File: src/rtl/panic_prio_scheduler.sv
// Strict-priority, credit-based descriptor scheduler.
// Picks the highest-priority pending class and the next round-robin engine
// that has free buffer credit, then issues one tagged descriptor per load.
module panic_prio_scheduler #(
  parameter int CLASS_NUM       = 3,
  parameter int ENGINE_NUM      = 4,
  parameter int DEST_WIDTH      = 3,
  parameter int INIT_CREDIT_NUM = 2,
  parameter int CREDIT_WIDTH    = 4,
  parameter int DESC_WIDTH      = 32
) (
  input  logic                               clk,
  input  logic                               rst,
  input  logic [CLASS_NUM*DESC_WIDTH-1:0]    s_desc_data,
  input  logic [CLASS_NUM-1:0]               s_desc_valid,
  output logic [CLASS_NUM-1:0]               s_desc_ready,
  output logic [DESC_WIDTH-1:0]              m_desc_data,
  output logic [DEST_WIDTH-1:0]              m_desc_dest,
  output logic [$clog2(CLASS_NUM)-1:0]       m_desc_class,
  output logic                               m_desc_valid,
  input  logic                               m_desc_ready,
  input  logic [ENGINE_NUM-1:0]              credit_return,
  input  logic [ENGINE_NUM-1:0]              engine_en,
  output logic [ENGINE_NUM*CREDIT_WIDTH-1:0] credit_count,
  output logic                               credit_err
);

  localparam int CLS_W = $clog2(CLASS_NUM);
  localparam int ENG_W = $clog2(ENGINE_NUM);
  localparam logic [CREDIT_WIDTH-1:0] CREDIT_MAX = CREDIT_WIDTH'(INIT_CREDIT_NUM);

  typedef enum logic {EMPTY, FULL} out_state_t;

  out_state_t                state;
  logic [CREDIT_WIDTH-1:0]   credit [ENGINE_NUM];
  logic [ENG_W-1:0]          rr_ptr;
  logic [ENGINE_NUM-1:0]     eligible;
  logic [ENGINE_NUM-1:0]     load_vec;
  logic [ENG_W-1:0]          eng_sel;
  logic [ENG_W-1:0]          cand;
  logic                      eng_found;
  logic [CLS_W-1:0]          cls_sel;
  logic                      cls_found;
  logic                      load_slot;
  logic                      load;

  assign m_desc_valid = (state == FULL);
  assign load_slot    = (state == EMPTY) || m_desc_ready;

  // Engine eligibility: enabled and holding at least one credit
  always_comb begin
    eligible = '0;
    for (int unsigned e = 0; e < ENGINE_NUM; e++)
      eligible[e] = engine_en[e] && (credit[e] != '0);
  end

  // Round-robin engine search starting just after the last picked engine;
  // ENGINE_NUM is a power of two so truncation gives the modulo wrap
  always_comb begin
    eng_found = 1'b0;
    eng_sel   = '0;
    cand      = '0;
    for (int unsigned k = 1; k <= ENGINE_NUM; k++) begin
      cand = rr_ptr + ENG_W'(k);
      if (!eng_found && eligible[cand]) begin
        eng_found = 1'b1;
        eng_sel   = cand;
      end
    end
  end

  // Strict priority class pick: lowest valid index wins
  always_comb begin
    cls_found = 1'b0;
    cls_sel   = '0;
    for (int unsigned i = 0; i < CLASS_NUM; i++) begin
      if (!cls_found && s_desc_valid[i]) begin
        cls_found = 1'b1;
        cls_sel   = CLS_W'(i);
      end
    end
  end

  // Load decision and per-class/per-engine handshake vectors
  always_comb begin
    load         = rst && load_slot && cls_found && eng_found;
    s_desc_ready = '0;
    load_vec     = '0;
    if (load) begin
      s_desc_ready[cls_sel] = 1'b1;
      load_vec[eng_sel]     = 1'b1;
    end
  end

  // Output register FSM, captured descriptor fields and round-robin pointer
  always_ff @(posedge clk) begin
    if (!rst) begin
      state        <= EMPTY;
      m_desc_data  <= '0;
      m_desc_dest  <= '0;
      m_desc_class <= '0;
      rr_ptr       <= ENG_W'(ENGINE_NUM - 1);
    end else begin
      case (state)
        EMPTY: if (load) state <= FULL;
        FULL:  if (m_desc_ready && !load) state <= EMPTY;
        default: state <= EMPTY;
      endcase
      if (load) begin
        m_desc_data  <= s_desc_data[int'(cls_sel)*DESC_WIDTH +: DESC_WIDTH];
        m_desc_dest  <= DEST_WIDTH'(eng_sel);
        m_desc_class <= cls_sel;
        rr_ptr       <= eng_sel;
      end
    end
  end

  // Per-engine credit counters; a return into a full counter is dropped and flagged
  always_ff @(posedge clk) begin
    if (!rst) begin
      for (int unsigned e = 0; e < ENGINE_NUM; e++)
        credit[e] <= CREDIT_MAX;
      credit_err <= 1'b0;
    end else begin
      for (int unsigned e = 0; e < ENGINE_NUM; e++) begin
        if (load_vec[e] && !credit_return[e]) begin
          credit[e] <= credit[e] - CREDIT_WIDTH'(1);
        end else if (credit_return[e] && !load_vec[e]) begin
          if (credit[e] == CREDIT_MAX)
            credit_err <= 1'b1;
          else
            credit[e] <= credit[e] + CREDIT_WIDTH'(1);
        end
      end
    end
  end

  // Flatten counters onto the status port
  always_comb begin
    credit_count = '0;
    for (int unsigned e = 0; e < ENGINE_NUM; e++)
      credit_count[e*CREDIT_WIDTH +: CREDIT_WIDTH] = credit[e];
  end

endmodule

File: config.mk
export PLATFORM = sky130hd
export DESIGN_NAME = panic_prio_scheduler
export DESIGN_NICKNAME = d
export VERILOG_FILES = /design/src/rtl/panic_prio_scheduler.sv
export SDC_FILE = /design/constraint.sdc
export NUM_CORES = 1
export LEC_CHECK = 0
export BUFFER_PORTS_ARGS = -buffer_cell sky130_fd_sc_hd__buf_2
export CAP_MARGIN = 20
export CORE_UTILIZATION = 45
export DETAILED_ROUTE_END_ITERATION = 10
export GPL_TIMING_DRIVEN = 0
export PLACE_DENSITY = 0.79
export SLEW_MARGIN = 0
export SYNTH_ARGS = -nofsm -noshare
export SYNTH_HDL_FRONTEND = slang
export SYNTH_SLANG_ARGS = --single-unit
export TNS_END_PERCENT = 5
File: constraint.sdc
create_clock -name clk -period 3.75 [get_ports clk]
set_clock_uncertainty 0.05 [all_clocks]
set_input_delay 0.1875 -clock clk [delete_from_list [all_inputs] [get_ports clk]]
set_output_delay 0.1875 -clock clk [all_outputs]
set_load 0.03 [all_outputs]
==> flow_metrics.env, run 1 <==
export IMPL_outcome="completed"
export IMPL_async_flop_share=0
export IMPL_worstPathCellList="inv_1, ha_1, or3b_1, and3_1, o32a_1, o31ai_4, ha_1, a21o_1, a21oi_1, xor2_1, nand2b_1, o32ai_1"
export IMPL_cp_arrival_ps=3610
export IMPL_ys_flop_type="dfxtp_1"
export IMPL_setup_worst_path_end_class="flop"
export IMPL_cp_common_cell="ha_1"
export IMPL_fin_crit_sh=0.9428
export IMPL_grt_use_total=0.2472
export IMPL_htreeDepth=2
export IMPL_vias=3549
export IMPL_post_place_ws_ps=255.3
export IMPL_max_cap_violations=0
export IMPL_tns_ps=0
export IMPL_setup_viol=0
export IMPL_ios=168
export IMPL_drt_drc_violations_left=0
export IMPL_cts_setup_buffers=0
export IMPL_grt_pass1_vias=3409
export IMPL_critical_path_buf_inv_count=1
export IMPL_ys_seq_area_frac=0.3737
export IMPL_nFillCells=724
export IMPL_grt_antenna_before_repair=0
export IMPL_synth_area_per_cell_um2=8.859
export IMPL_die_width_um=89.29
export IMPL_cts_resized=0
export IMPL_grt_pass1_wl_um=15150
export IMPL_slew_viol_final=0
export IMPL_stdcell_count=660
export IMPL_port_buffers=166
export IMPL_vias_per_cell=5.377
export IMPL_fin_ws_ps=214.6
export IMPL_yosys_area_top_type_share=0.2336
export IMPL_crit_required_ps=3830
export IMPL_tritoncts="yes"
export IMPL_synth_ff_latch_count=56
export IMPL_grt_max_degree=17
export IMPL_p_leak_nw=2.038
export IMPL_synth_most_common_cell="nor2_1"
export IMPL_worstMarginPinSlew_ps=764.4
export IMPL_synthCells=387
export IMPL_diodes=0
export IMPL_synth_edf_count=16
export IMPL_core_area_um2=7292
export IMPL_crit_type="reg -> reg"
export IMPL_wl_per_cell_um=14.59
export IMPL_synthTopCellsByCount="nor2_1 (82), a21oi_1 (41), dfxtp_1 (40)"
export IMPL_routed_wl_um=9630
export IMPL_yosysTopAreaCell="dfxtp_1"
export IMPL_drt_pass1_iter_count=4
export IMPL_max_slew_margin=0.4870
export IMPL_startpoint_type="flop"
export IMPL_synth_net_count=509
export IMPL_hold_class="in -> reg"
export IMPL_rsz0062_at_grt="no"
export IMPL_cts_clk_slew_worst_paths_ps=100
export IMPL_dr_first_iter_drc_count=117
export IMPL_start_util=0.4701
export IMPL_clock_fmax_mhz=282.9
export IMPL_ir_drop_v=0.0001672
export IMPL_cp_slowest_cell="edfxtp_1"
export IMPL_clk_latency_ps=300
export IMPL_cp_max_fo=6
export IMPL_nNetsFinal=682
export IMPL_p_per_area_nw_per_um2=397.8
export IMPL_drtAntennaViolNets=0
export IMPL_worst_hold_slack_ps=138.3
export IMPL_fp_dieH_um=89.29
export IMPL_yosysUniqueCellTypes=53
export IMPL_yosys_warnings=0
export IMPL_hpwlAfterDp_um=7842
export IMPL_synth_area_leaders="dfxtp_1 (23%), edfxtp_1 (14%), mux2i_1 (9.9%)"
export IMPL_dieArea_um2=7972
export IMPL_clockRootBuffer="clkbuf_8"
export IMPL_syn_cell_area_um2=3428
export IMPL_overflow=0
export IMPL_syn_to_final_growth_pct=30.29
export IMPL_gp_congestion=0.8391
export IMPL_cts_buffer_depth=2
export IMPL_rows=31
export IMPL_drive_above_1_share=0.3476
export IMPL_hold_violations=0
export IMPL_numPlacedInstances=652
export IMPL_cts_sinks=56
export IMPL_cts_hold_buf=0
export IMPL_finalCriticalPeriod_ps=3535
export IMPL_cpPeakStageDelay_ps=470
export IMPL_cp_top_family="compound AO/OA/AOI/OAI gates"
export IMPL_cts_made_buffers=5
[worst register-to-register path: stages (launching register included)]
cell      delay (ps)
edfxtp_1         470
inv_1            120
ha_1             200
or3b_1           380
and3_1           200
o32a_1           370
o31ai_4          390
ha_1             300
a21o_1           180
a21oi_1          170
xor2_1           220
nand2b_1          90
o32ai_1          220
[sequential cells by signal, indices dropped and copies added, names as in the netlist]
| name | flops |
|---|---|
| m_desc_data | 32 |
| credit | 16 |
| m_desc_class | 2 |
| m_desc_dest | 2 |
| rr_ptr | 2 |
| credit_err | 1 |
| m_desc_valid | 1 |
[report_power, final]
group          switching [mW]  internal [mW]  leakage, nW
Combinational           0.409          0.261         1.51
Clock                   0.194          0.130       0.0388
Sequential             0.0786          0.703        0.489
[logic make-up (layout without fill, tap and decap cells)]
kind of cell | Yosys count | after routing | synth area share
muxes | 37 | 37 | 0.1091
DFF | 56 | 56 | 0.3737
buffers and inverters | 28 | 202 | 0.03649
other | 1 | 1 | 0.001094
and+or+nand+nor | 139 | 139 | 0.1818
adders and majority gates | 12 | 12 | 0.05037
AOI/OAI and AO/OA | 106 | 106 | 0.2270
xor gates and xnor gates | 8 | 8 | 0.02044
[placed cells by master, fill, tap and decap left out, types with 2 or more instances in the layout]
master	netlist	final
buf_2	7	173
nor2_1	82	82
a21oi_1	41	41
dfxtp_1	40	40
mux2i_1	34	34
a211oi_1	32	32
nand2_1	16	16
clkbuf_1	15	16
edfxtp_1	16	16
ha_1	9	9
nand2b_1	8	8
nand3_1	8	8
xnor2_1	5	5
clkbuf_8	0	5
nor3b_1	4	4
nor3_1	4	4
a21o_1	4	4
or2_1	4	4
o21ai_0	4	4
inv_1	3	3
and3_1	3	3
o41a_1	3	3
o21ai_1	3	3
and2_1	3	3
mux2_2	3	3
xor2_1	3	3
fa_1	3	3
o41ai_2	2	2
or2_2	2	2
clkinv_1	1	2
o211ai_1	2	2
[metrics by stage]
| step | area (um^2) | total power [mW] | util |
|---|---|---|---|
| after global routing | 4467 | 1.887 | 0.6126 |
| after detailed placement | 4383 | 1.467 | 0.6011 |
| after CTS | 4467 | 1.789 | 0.6126 |
| final | 4467 | 1.777 | 0.6126 |
| after floorplan | 3428 | 1.250 | - |
| after global placement | 4383 | 1.438 | 0.6011 |
[metal layers]
layer / vias up / GRT usage / routed length, um
met4: 0 / 0.08947 / 255
met3: 23 / 0.04432 / 486
met5: - / 0 / 0
met2: 134 / 0.4594 / 4977
met1: 1646 / 0.2824 / 3911
li1: 1746 / - / -
[cell type report]
class / count / area (um^2) / share of cell area
clock buffer: 6 / 72.57 / 0.01625
buffer: 24 / 110.1 / 0.02465
multi-input combinational: 303 / 2022 / 0.4527
sequential: 56 / 1281 / 0.2868
timing repair buffer: 166 / 830.8 / 0.1860
clock inverter: 2 / 11.26 / 0.002521
tap: 99 / 123.9 / 0.02773
inverter: 4 / 15.01 / 0.003361
[worst paths after layout]
kind,start,endpoint,slack [ps],depth (start not counted)
max,credit[3][0],credit[2][3],210,12
min,m_desc_ready,m_desc_valid,140,3
max reg2reg,credit[3][0],credit[2][3],210,12
min reg2reg,m_desc_data[30],m_desc_data[30],440,2
(Power assumes the default switching activity.)
==> run 2: changes to the inputs <==
--- a/config.mk
+++ b/config.mk
@@ -7,10 +7,12 @@
 export LEC_CHECK = 0
 export BUFFER_PORTS_ARGS = -buffer_cell sky130_fd_sc_hd__buf_2
 export CAP_MARGIN = 20
-export CORE_UTILIZATION = 45
+export CELL_PAD_IN_SITES_DETAIL_PLACEMENT = 0
+export CELL_PAD_IN_SITES_GLOBAL_PLACEMENT = 1
+export CORE_UTILIZATION = 33
 export DETAILED_ROUTE_END_ITERATION = 10
 export GPL_TIMING_DRIVEN = 0
-export PLACE_DENSITY = 0.79
+export PLACE_DENSITY_LB_ADDON = 0.1
 export SLEW_MARGIN = 0
 export SYNTH_ARGS = -nofsm -noshare
 export SYNTH_HDL_FRONTEND = slang
==> flow_metrics.env, run 2 (same netlist as run 1, synthesis figures left out) <==
export IMPL_start_util=0.3460
export IMPL_tns_ps=0
export IMPL_tritoncts="yes"
export IMPL_p_comb_frac=0.357
export IMPL_fp_dieH_um=103.9
export IMPL_rows=36
export IMPL_r2r_end="credit[2][3]"
export IMPL_power_frac_seq=0.417
export IMPL_cp_top_family="compound AO/OA/AOI/OAI gates"
export IMPL_most_common_layout_cells="buf_2 (173), nor2_1 (82), a21oi_1 (41)"
export IMPL_hold_violations=0
export IMPL_min_to="m_desc_valid"
export IMPL_final_core_util=0.4583
export IMPL_dr_first_iter_drc_count=83
export IMPL_clk_latency_ps=310
export IMPL_p_per_area_nw_per_um2=411.8
export IMPL_drt_pass1_iter_count=4
export IMPL_largestRegisters="m_desc_data (32), credit (16)"
export IMPL_multi_input_area_um2=2022
export IMPL_vias=3414
export IMPL_cp_max_fo=6
export IMPL_core_area_um2=9910
export IMPL_critical_path_buf_inv_count=1
export IMPL_hold_class="in -> reg"
export IMPL_slew_viol_final=0
export IMPL_cts_buffer_depth=2
export IMPL_drt_drc_violations_left=0
export IMPL_nNetsFinal=682
export IMPL_worst_hold_slack_ps=149.7
export IMPL_htreeDepth=2
export IMPL_cts_setup_buffers=0
export IMPL_vias_per_cell=4.919
export IMPL_wl_per_cell_um=14.43
export IMPL_worstHoldStart="m_desc_ready"
export IMPL_die_width_um=103.9
export IMPL_outcome="completed"
export IMPL_gp_congestion=0.7664
export IMPL_clock_power_share=0.226
export IMPL_cp_common_cell="ha_1"
export IMPL_ios=168
export IMPL_rsz0062_at_grt="no"
export IMPL_crit_type="reg -> reg"
export IMPL_max_slew_margin=0.5472
export IMPL_worstPathCellList="inv_1, ha_1, or3b_1, and3_1, o32a_1, o31ai_4, ha_1, a21o_1, a21oi_1, xor2_1, nand2b_1, o32ai_1"
export IMPL_overflow=0
export IMPL_grt_pass1_wl_um=16240
export IMPL_fin_crit_sh=0.9363
export IMPL_register_area_um2=1281
export IMPL_diodes=0
export IMPL_port_buffers=166
export IMPL_ir_drop_v=0.0001576
export IMPL_crit_required_ps=3850
export IMPL_finalCriticalPeriod_ps=3511
export IMPL_hpwlAfterDp_um=8069
export IMPL_cts_clk_slew_worst_paths_ps=110
export IMPL_placed_area_um2=4425
export IMPL_clockRootBuffer="clkbuf_8"
export IMPL_grt_max_degree=17
export IMPL_cts_made_buffers=5
export IMPL_cts_hold_buf=0
export IMPL_grt_use_total=0.1849
export IMPL_largest_register_ffs=32
export IMPL_max_cap_violations=0
export IMPL_cp_arrival_ps=3610
export IMPL_drive_above_1_share=0.3494
export IMPL_clock_fmax_mhz=284.8
export IMPL_syn_to_final_growth_pct=32.48
export IMPL_setup_worst_path_end_class="flop"
export IMPL_p_leak_nw=2.058
export IMPL_worstMarginPinSlew_ps=674.6
export IMPL_startpoint_type="flop"
export IMPL_cpPeakStageDelay_ps=480
export IMPL_p_int_mw=1.179
export IMPL_grt_pass1_vias=3343
export IMPL_routed_wl_um=10010
export IMPL_cts_resized=0
export IMPL_setup_viol=0
export IMPL_cp_slowest_cell="edfxtp_1"
export IMPL_regMostFlops="m_desc_data"
export IMPL_worst_r2r_startpoint="credit[3][0]"
export IMPL_grt_antenna_before_repair=0
export IMPL_switchingPower_mw=0.6910
export IMPL_final_common_cell="buf_2"
export IMPL_drtAntennaViolNets=0
export IMPL_ff2ff_path_depth=12
export IMPL_ff2ff_setup_slack_ps=240
export IMPL_hold_depth=3
export IMPL_dieArea_um2=10800
export IMPL_fin_area_um2=4542
export IMPL_nFillCells=1054
export IMPL_cts_sinks=56
export IMPL_netSwitchingFraction=0.3695
[run 2: area by class of cell]
class | instances | share of cell area
Buffer | 24 | 0.02424
Clock buffer | 6 | 0.01818
Clock inverter | 2 | 0.007438
Inverter | 4 | 0.003306
Multi-Input combinational cell | 303 | 0.4452
Sequential cell | 56 | 0.2821
Tap cell | 133 | 0.03664
Timing Repair Buffer | 166 | 0.1829
[run 2: worst max-delay path by stage]
stage,cells past startpoint,slack [ps],endpoint,from
after floorplan,12,400,credit[2][3],credit[3][0]
after global placement,12,280,credit[2][3],credit[3][0]
after detailed placement,12,260,credit[2][3],credit[3][0]
after CTS,12,220,credit[2][3],credit[3][0]
after global routing,12,4,credit[2][3],credit[3][0]
final,12,240,credit[2][3],credit[3][0]
[run 2: power groups by stage]
stage	Combinational [mW]	Clock (mW)	Sequential [mW]
after global placement	0.665	0	0.791
after floorplan	0.341	0	0.909
after CTS	0.676	0.432	0.781
final	0.668	0.422	0.780
after global routing	0.733	0.457	0.794
after detailed placement	0.674	0	0.794
[run 2: metal layers]
metal | up-vias | share of wire | GRT usage
li1 | 1750 | - | -
met1 | 1538 | 0.43 | 0.2116
met2 | 114 | 0.50 | 0.3400
met3 | 12 | 0.060 | 0.04637
met4 | 0 | 0.012 | 0.04796
met5 | - | 0 | 0
[run 2: stage by stage]
step           power [mW]  instances  setup WS (ps)
6_report            1.870        694          239.0
5_1_grt             1.985        694          3.999
4_1_cts             1.889        694          217.3
3_5_place_dp        1.468        686          258.3
3_3_place_gp        1.456        686          276.4
2_1_floorplan       1.250        387          401.4
[run 2: tightest hold or removal path, stage by stage]
cell and delay, ps:
buf_2 90, nand2b_1 120, o21ai_0 80
